## config.mk

```make
export PLATFORM = sky130hd
export DESIGN_NAME = dmem_arbiter
export DESIGN_NICKNAME = d
export VERILOG_FILES = /design/src/rtl/dmem_arbiter.sv
export SDC_FILE = /design/constraint.sdc
export NUM_CORES = 1
export LEC_CHECK = 0
export ABC_CLOCK_PERIOD_IN_PS = 3900
export CAP_MARGIN = 20
export CELL_PAD_IN_SITES_DETAIL_PLACEMENT = 1
export CELL_PAD_IN_SITES_GLOBAL_PLACEMENT = 1
export CORE_AREA = 2 2 134 136
export CTS_CLUSTER_DIAMETER = 120
export DETAILED_ROUTE_END_ITERATION = 6
export DIE_AREA = 0 0 136 138
export PLACE_DENSITY_LB_ADDON = 0.25
export SKIP_CTS_REPAIR_TIMING = 1
export SLEW_MARGIN = 0
export SYNTH_ARGS = -nofsm -noshare
export SYNTH_HDL_FRONTEND = slang
export SYNTH_SLANG_ARGS = --single-unit
```

## constraint.sdc

```tcl
create_clock -name clk -period 3.9 [get_ports clk]
set_input_delay 0.585 -clock clk [delete_from_list [all_inputs] [get_ports clk]]
set_output_delay 0.585 -clock clk [all_outputs]
set_load 0.02 [all_outputs]
```

## src/rtl/dmem_arbiter.sv

```systemverilog
// dmem_arbiter: grants the core (port 0) or the loader (port 1) one
// single-ported data-memory transaction at a time and returns the response.
// Ports: clk, rst_n (async, active low); pX_req_valid/ready, pX_we, pX_addr,
//   pX_wdata (request side); pX_rsp_valid/ready, pX_rdata, pX_rsp_err
//   (response side); mem_addr, mem_wdata, mem_read, mem_write, mem_rdata.
// Build option: define DMEM_ARB_RR_EN for round-robin arbitration on a
//   simultaneous request; otherwise port 0 has fixed priority.
module dmem_arbiter #(
    parameter int DEPTH = 24,
    parameter int DW    = 32
) (
    input  logic          clk,
    input  logic          rst_n,
    input  logic          p0_req_valid,
    output logic          p0_req_ready,
    input  logic          p0_we,
    input  logic [31:0]   p0_addr,
    input  logic [DW-1:0] p0_wdata,
    output logic          p0_rsp_valid,
    input  logic          p0_rsp_ready,
    output logic [DW-1:0] p0_rdata,
    output logic          p0_rsp_err,
    input  logic          p1_req_valid,
    output logic          p1_req_ready,
    input  logic          p1_we,
    input  logic [31:0]   p1_addr,
    input  logic [DW-1:0] p1_wdata,
    output logic          p1_rsp_valid,
    input  logic          p1_rsp_ready,
    output logic [DW-1:0] p1_rdata,
    output logic          p1_rsp_err,
    output logic [31:0]   mem_addr,
    output logic [DW-1:0] mem_wdata,
    output logic          mem_read,
    output logic          mem_write,
    input  logic [DW-1:0] mem_rdata
);

    typedef enum logic [1:0] {
        IDLE,
        ACCESS,
        RESP
    } state_t;

    state_t        r_state;
    state_t        w_next;

    logic          r_id;
    logic          r_we;
    logic          r_oor;
    logic          r_err;
    logic [DW-1:0] r_rdata;
    logic          r_mem_read;
    logic          r_mem_write;
    logic [31:0]   r_mem_addr;
    logic [DW-1:0] r_mem_wdata;

    logic          w_idle;
    logic          w_pref1;
    logic          w_pick1;
    logic          w_accept;
    logic          w_sel_we;
    logic [31:0]   w_sel_addr;
    logic [DW-1:0] w_sel_wdata;
    logic          w_in_range;
    logic          w_rsp_ack;
    logic          w_rsp0;
    logic          w_rsp1;

`ifdef DMEM_ARB_RR_EN
    // r_ptr = 1 means port 1 wins the next tie
    logic r_ptr;

    always_ff @(posedge clk or negedge rst_n) begin
        if (!rst_n) begin
            r_ptr <= 1'b0;
        end else if (w_accept) begin
            r_ptr <= ~w_pick1;
        end
    end

    assign w_pref1 = r_ptr;
`else
    assign w_pref1 = 1'b0;
`endif

    assign w_idle      = (r_state == IDLE);
    assign w_pick1     = p1_req_valid & (~p0_req_valid | w_pref1);
    assign w_accept    = w_idle & (p0_req_valid | p1_req_valid);
    assign w_sel_we    = w_pick1 ? p1_we : p0_we;
    assign w_sel_addr  = w_pick1 ? p1_addr : p0_addr;
    assign w_sel_wdata = w_pick1 ? p1_wdata : p0_wdata;
    assign w_in_range  = (w_sel_addr < 32'(DEPTH));
    assign w_rsp_ack   = r_id ? p1_rsp_ready : p0_rsp_ready;

    assign p0_req_ready = w_idle & p0_req_valid & ~w_pick1;
    assign p1_req_ready = w_idle & w_pick1;

    always_ff @(posedge clk or negedge rst_n) begin
        if (!rst_n) begin
            r_state <= IDLE;
        end else begin
            r_state <= w_next;
        end
    end

    always_comb begin
        w_next = r_state;
        unique case (r_state)
            IDLE:    if (w_accept) w_next = ACCESS;
            ACCESS:  w_next = RESP;
            RESP:    if (w_rsp_ack) w_next = IDLE;
            default: w_next = IDLE;
        endcase
    end

    // Strobes are loaded on accept so they are high exactly in ACCESS
    always_ff @(posedge clk or negedge rst_n) begin
        if (!rst_n) begin
            r_id        <= 1'b0;
            r_we        <= 1'b0;
            r_oor       <= 1'b0;
            r_err       <= 1'b0;
            r_rdata     <= '0;
            r_mem_read  <= 1'b0;
            r_mem_write <= 1'b0;
            r_mem_addr  <= '0;
            r_mem_wdata <= '0;
        end else begin
            r_mem_read  <= 1'b0;
            r_mem_write <= 1'b0;
            if (w_accept) begin
                r_id  <= w_pick1;
                r_we  <= w_sel_we;
                r_oor <= ~w_in_range;
                if (w_in_range) begin
                    r_mem_addr  <= w_sel_addr;
                    r_mem_wdata <= w_sel_wdata;
                    r_mem_read  <= ~w_sel_we;
                    r_mem_write <= w_sel_we;
                end
            end
            if (r_state == ACCESS) begin
                r_err   <= r_oor;
                r_rdata <= (!r_oor && !r_we) ? mem_rdata : '0;
            end
        end
    end

    assign w_rsp0 = (r_state == RESP) & ~r_id;
    assign w_rsp1 = (r_state == RESP) & r_id;

    assign p0_rsp_valid = w_rsp0;
    assign p1_rsp_valid = w_rsp1;
    assign p0_rdata     = w_rsp0 ? r_rdata : '0;
    assign p1_rdata     = w_rsp1 ? r_rdata : '0;
    assign p0_rsp_err   = w_rsp0 & r_err;
    assign p1_rsp_err   = w_rsp1 & r_err;

    assign mem_addr  = r_mem_addr;
    assign mem_wdata = r_mem_wdata;
    assign mem_read  = r_mem_read;
    assign mem_write = r_mem_write;

endmodule

```

# Yosys cells after proc, flatten, opt, wreduce, memory -nomap -nowiden
# Cells that the tools add are included.
[op_classes] order_cmp=1 reduce_logical=6 eq_ne=4 bitwise_logic=15 mux=14
[ops] operator="32-bit two-way mux" n=5
[ops] operator="32-bit by 5-bit less-than comparator with 1-bit output, second input constant" n=1
[ops] operator="1-bit AND" n=9
[ops] operator="1-bit two-way mux" n=6
[ops] operator="2-bit one-hot mux with 3 select lines" n=1
[ops] operator="1-bit inverter" n=5
[ops] operator="2-bit two-way mux" n=2
[ops] operator="2-bit AND reduction" n=2
[ops] operator="2-bit by 1-bit equality test with 1-bit output, second input constant" n=1
[ops] operator="2-bit equality test, second input constant" n=1
[ops] operator="1-bit zero test" n=2
[ops] operator="2-bit zero test" n=1
[ops] operator="2-bit by 1-bit != test with 1-bit output, second input constant" n=1
[ops] operator="2-bit != test, second input constant" n=1
[ops] operator="1-bit logical AND" n=1
[ops] operator="1-bit OR" n=1
[totals] inputBits=168 regBits=104 output_inout_bits=136

# Longest topological paths before layout
[logic_depth] word_depth=6 ltp_mapped=7 depth_no_buf=5

# Least setup slack after synthesis
# Ideal clock, no wire load.
[synth_path] path_type="register -> output" from="register r_state[0]" to="output p0_rdata[22]" t_arrival_ps=1426 stages_incl_launch_ff=5 setup_slack_ps=1889 required_ps=3315 path_cell_list="dfrtp_1 nand2b_1 nor2_1 clkbuf_1 and2_1"
[synth_between] elab_chain_cells=3
[synth_rtl] element="start: declaration" line="45" text="state_t r_state;"
[synth_rtl] element="start signal: assignment" line="103" text="r_state <= w_next;"
[synth_rtl] element="2-bit equality test" line="150" text="assign w_rsp0 = (r_state == RESP) & ~r_id;"
[synth_rtl] element="1-bit AND" line="150"
[synth_rtl] element="net p0_rsp_valid" line="19" text="output logic p0_rsp_valid,"
[synth_rtl] element="32-bit two-way mux" line="155" text="assign p0_rdata = w_rsp0 ? r_rdata : '0;"
[synth_rtl] element="end: declaration" line="21" text="output logic [DW-1:0] p0_rdata,"
# The timed path passes the listed nets, and every way through them passes these cells.

# Worst setup path after layout
[layout_path] from="input p0_req_valid" to="output p1_req_ready"
[layout_between] elab_chain_cells=3
[layout_rtl] element="start: declaration" line="14" text="input logic p0_req_valid,"
[layout_rtl] element="1-bit inverter" line="88" text="assign w_pick1 = p1_req_valid & (~p0_req_valid | w_pref1);"
[layout_rtl] element="1-bit AND" line="88"
[layout_rtl] element="1-bit AND" line="97" text="assign p1_req_ready = w_idle & w_pick1;"
[layout_rtl] element="end: declaration" line="24" text="output logic p1_req_ready,"
# No other way between the ends.

==> impl_metrics.toml <==
[yosys]
yosysTopAreaCell = "dfrtp_1"
synthesis.area_um2 = 4782
ys_types = 25
avgSynthCellArea_um2 = 10.56
synth_edf_count = 0
yosys-top-cells-area = "dfrtp_1 (54%), and2_1 (12%), nand2_1 (9.0%)"
ys.flop_type = "dfrtp_1"
synth.most_common_cell = "nand2_1"
ys_ff_latch = 104
synth_commonest_cells = "nand2_1 (115), dfrtp_1 (104), and2_1 (93)"
synthArstFlopShare_pct = 100.0
yosysWarningCount = 0
synth_top_cell_area_share_pct = 54.42
synth_cells = 453
ys_seq_area_share_pct = 54.42
synth_fp_nets = 621

[global_route]
grt_max_degree = 76
grt_overflow_total = 0
grt_usage_pct = 18.40
grt_pass1_wl_um = 26780
grt.busiest_layer = "met2"
antenna_found_initial = 0
grt_use_met3_pct = 6.747
grtUsageMet1_pct = 20.50
grtUsageMet2_pct = 32.72
grt_pass1_vias = 5004

[layout]
utilization_pct = 47.59
postLayoutCellArea_um2 = 8344
fin_nets = 916
drive_gt1_share_pct = 9.562
antenna_cells = 0
syn_to_final_growth_pct = 74.49

[cts]
clockRootBuffer = "clkbuf_16"
htreeDepth = 3
clk_pin_slew_ns = 0.07
cts.sinks = 104
cts_tree = "done"
clock_path_buffers = 2
clock_latency_ns = 0.35
cts_buffers = 9

[floorplan]
fp.coreArea_um2 = 17530
die_w_um = 136
die_y_um = 138
io_pins = 304
rows = 49
start_util_pct = 27.27
die_area_um2 = 18770

[power]
ir_drop_mv = 0.1923
power.density_nw_per_um2 = 307.8
total_power_mw = 2.568
p_leak_nw = 3.784

[routing]
dr.pass1.iters = 4
finalWirelength_um = 17340
wl_per_cell_um = 17.66
ant_nets = 0
drc = 0
drt-initial-drc-count = 111
viasPerCell = 4.594
num_vias = 4511

[timing]
fin_worst_skew_ns = 0.009374
maxSlewHeadroom_pct = 36.43
grt_setup_unrepaired = "no"
worst_slew_pin_slew_ns = 0.9536
layout_min_cycle_time_ns = 3.157
drv_slew = 0
finalCritPeriodShare_pct = 80.95
hold_viol = 0
fmax_mhz = 316.8
setup_tns_ns = 0
holdWs_ns = 0.3697
setup_viol = 0

[worst_setup_path]
cp.required_ns = 3.31
cp_max_fo = 25
crit_type = "input port to output pin"
r2r_cells = 5
endpoint_kind = "output pin"
worstPathArrival_ns = 2.57
start_kind = "input port"

[placement]
place_congestion = 0.7922
dp_hpwl_um = 13390
placed_area_um2 = 8044
io_buffers = 303

[min_path]
hold_path.class = "input port to asynchronous set/reset pin"

[run]
max-cap-violations = 0

[status]
status = "finished clean"
-- layout by cell type, fill, tap and decap left out --
cell             count
o22ai_1              1
dfrtp_1            104
a21oi_1              1
mux2_2              33
clkbuf_16            9
and2_1              93
inv_6                3
inv_1                2
bufinv_16            1
nand4_1              2
nand3_1              2
o21ai_0              2
o2111ai_4            1
nor3_1               2
nor4_1              12
clkinv_4             1
nand2b_4             1
buf_4               10
nand2b_1             2
a22o_1              32
nor2_1               6
mux2_4               7
nor3_2               1
nand2_1            115
nor2b_4              1
o21a_1               2
a2111oi_2            2
nor2b_1              1
clkinv_2             2
clkdlybuf4s50_1    302
-- per-stage QoR --
stage | worst slack [ns] | cells
2_1_floorplan | 1.889 | 453
3_3_place_gp | 0.7974 | 966
3_5_place_dp | 0.7305 | 966
4_1_cts | 0.7253 | 982
5_1_grt | 0.6464 | 982
6_report | 0.7430 | 982
-- sequential cells by signal, summed over array words and instances (netlist names) --
| name | flops |
|---|---|
| r_oor | 1 |
| mem_addr | 32 |
| r_err | 1 |
| mem_wdata | 32 |
| mem_write | 1 |
| r_state | 2 |
| r_id | 1 |
| mem_read | 1 |
| r_rdata | 32 |
| r_we | 1 |
-- logic make-up after synthesis --
logic type             synth area share [%]
flip-flops                            54.42
buffers and inverters                 3.061
AO/OA/AOI/OAI                         7.561
AND/OR/NAND/NOR                       24.99
multiplexers                          9.969
-- cell type report --
type | instances | area (µm²)
Fill cell | 1922 | 9190
Clock inverter | 7 | 75.07
Tap cell | 229 | 286.5
Clock buffer | 9 | 225.2
Inverter | 2 | 7.507
Sequential cell | 104 | 2603
Timing Repair Buffer | 312 | 3098
Multi-Input combinational cell | 319 | 2049
-- critical path, stage by stage --
cell	delay [ns]
clkdlybuf4s50_1	0.54
nand2b_4	0.35
buf_4	0.28
nor3_1	0.17
clkdlybuf4s50_1	0.63
-- final timing paths --
| check | from | slack [ns] | endpoint |
|---|---|---|---|
| setup / recovery | p0_req_valid | 0.74 | p1_req_ready |
| max in group asynchronous | rst_n | 2.65 | mem_wdata[20] |
| setup reg to reg | r_state[1] | 1.78 | r_rdata[9] |
| hold reg to reg | mem_addr[26] | 0.48 | mem_addr[26] |
| min in group clk | mem_addr[26] | 0.48 | mem_addr[26] |
| hold / removal | rst_n | 0.37 | mem_addr[29] |
-- layer usage --
metal,part of all wire [%],wire length (µm)
met1,38,6554
met2,50,8751
met3,10,1785
met4,1.4,246
met5,0,0
-- power by group --
group | total (mW) | switching [mW] | leakage, nW | internal [mW]
Sequential | 1.12 | 0.0251 | 1.44 | 1.10
Combinational | 0.524 | 0.279 | 2.20 | 0.245
Clock | 0.921 | 0.417 | 0.151 | 0.504
Total | 2.57 | 0.721 | 3.78 | 1.85
Power figures use the tool's default switching activity.
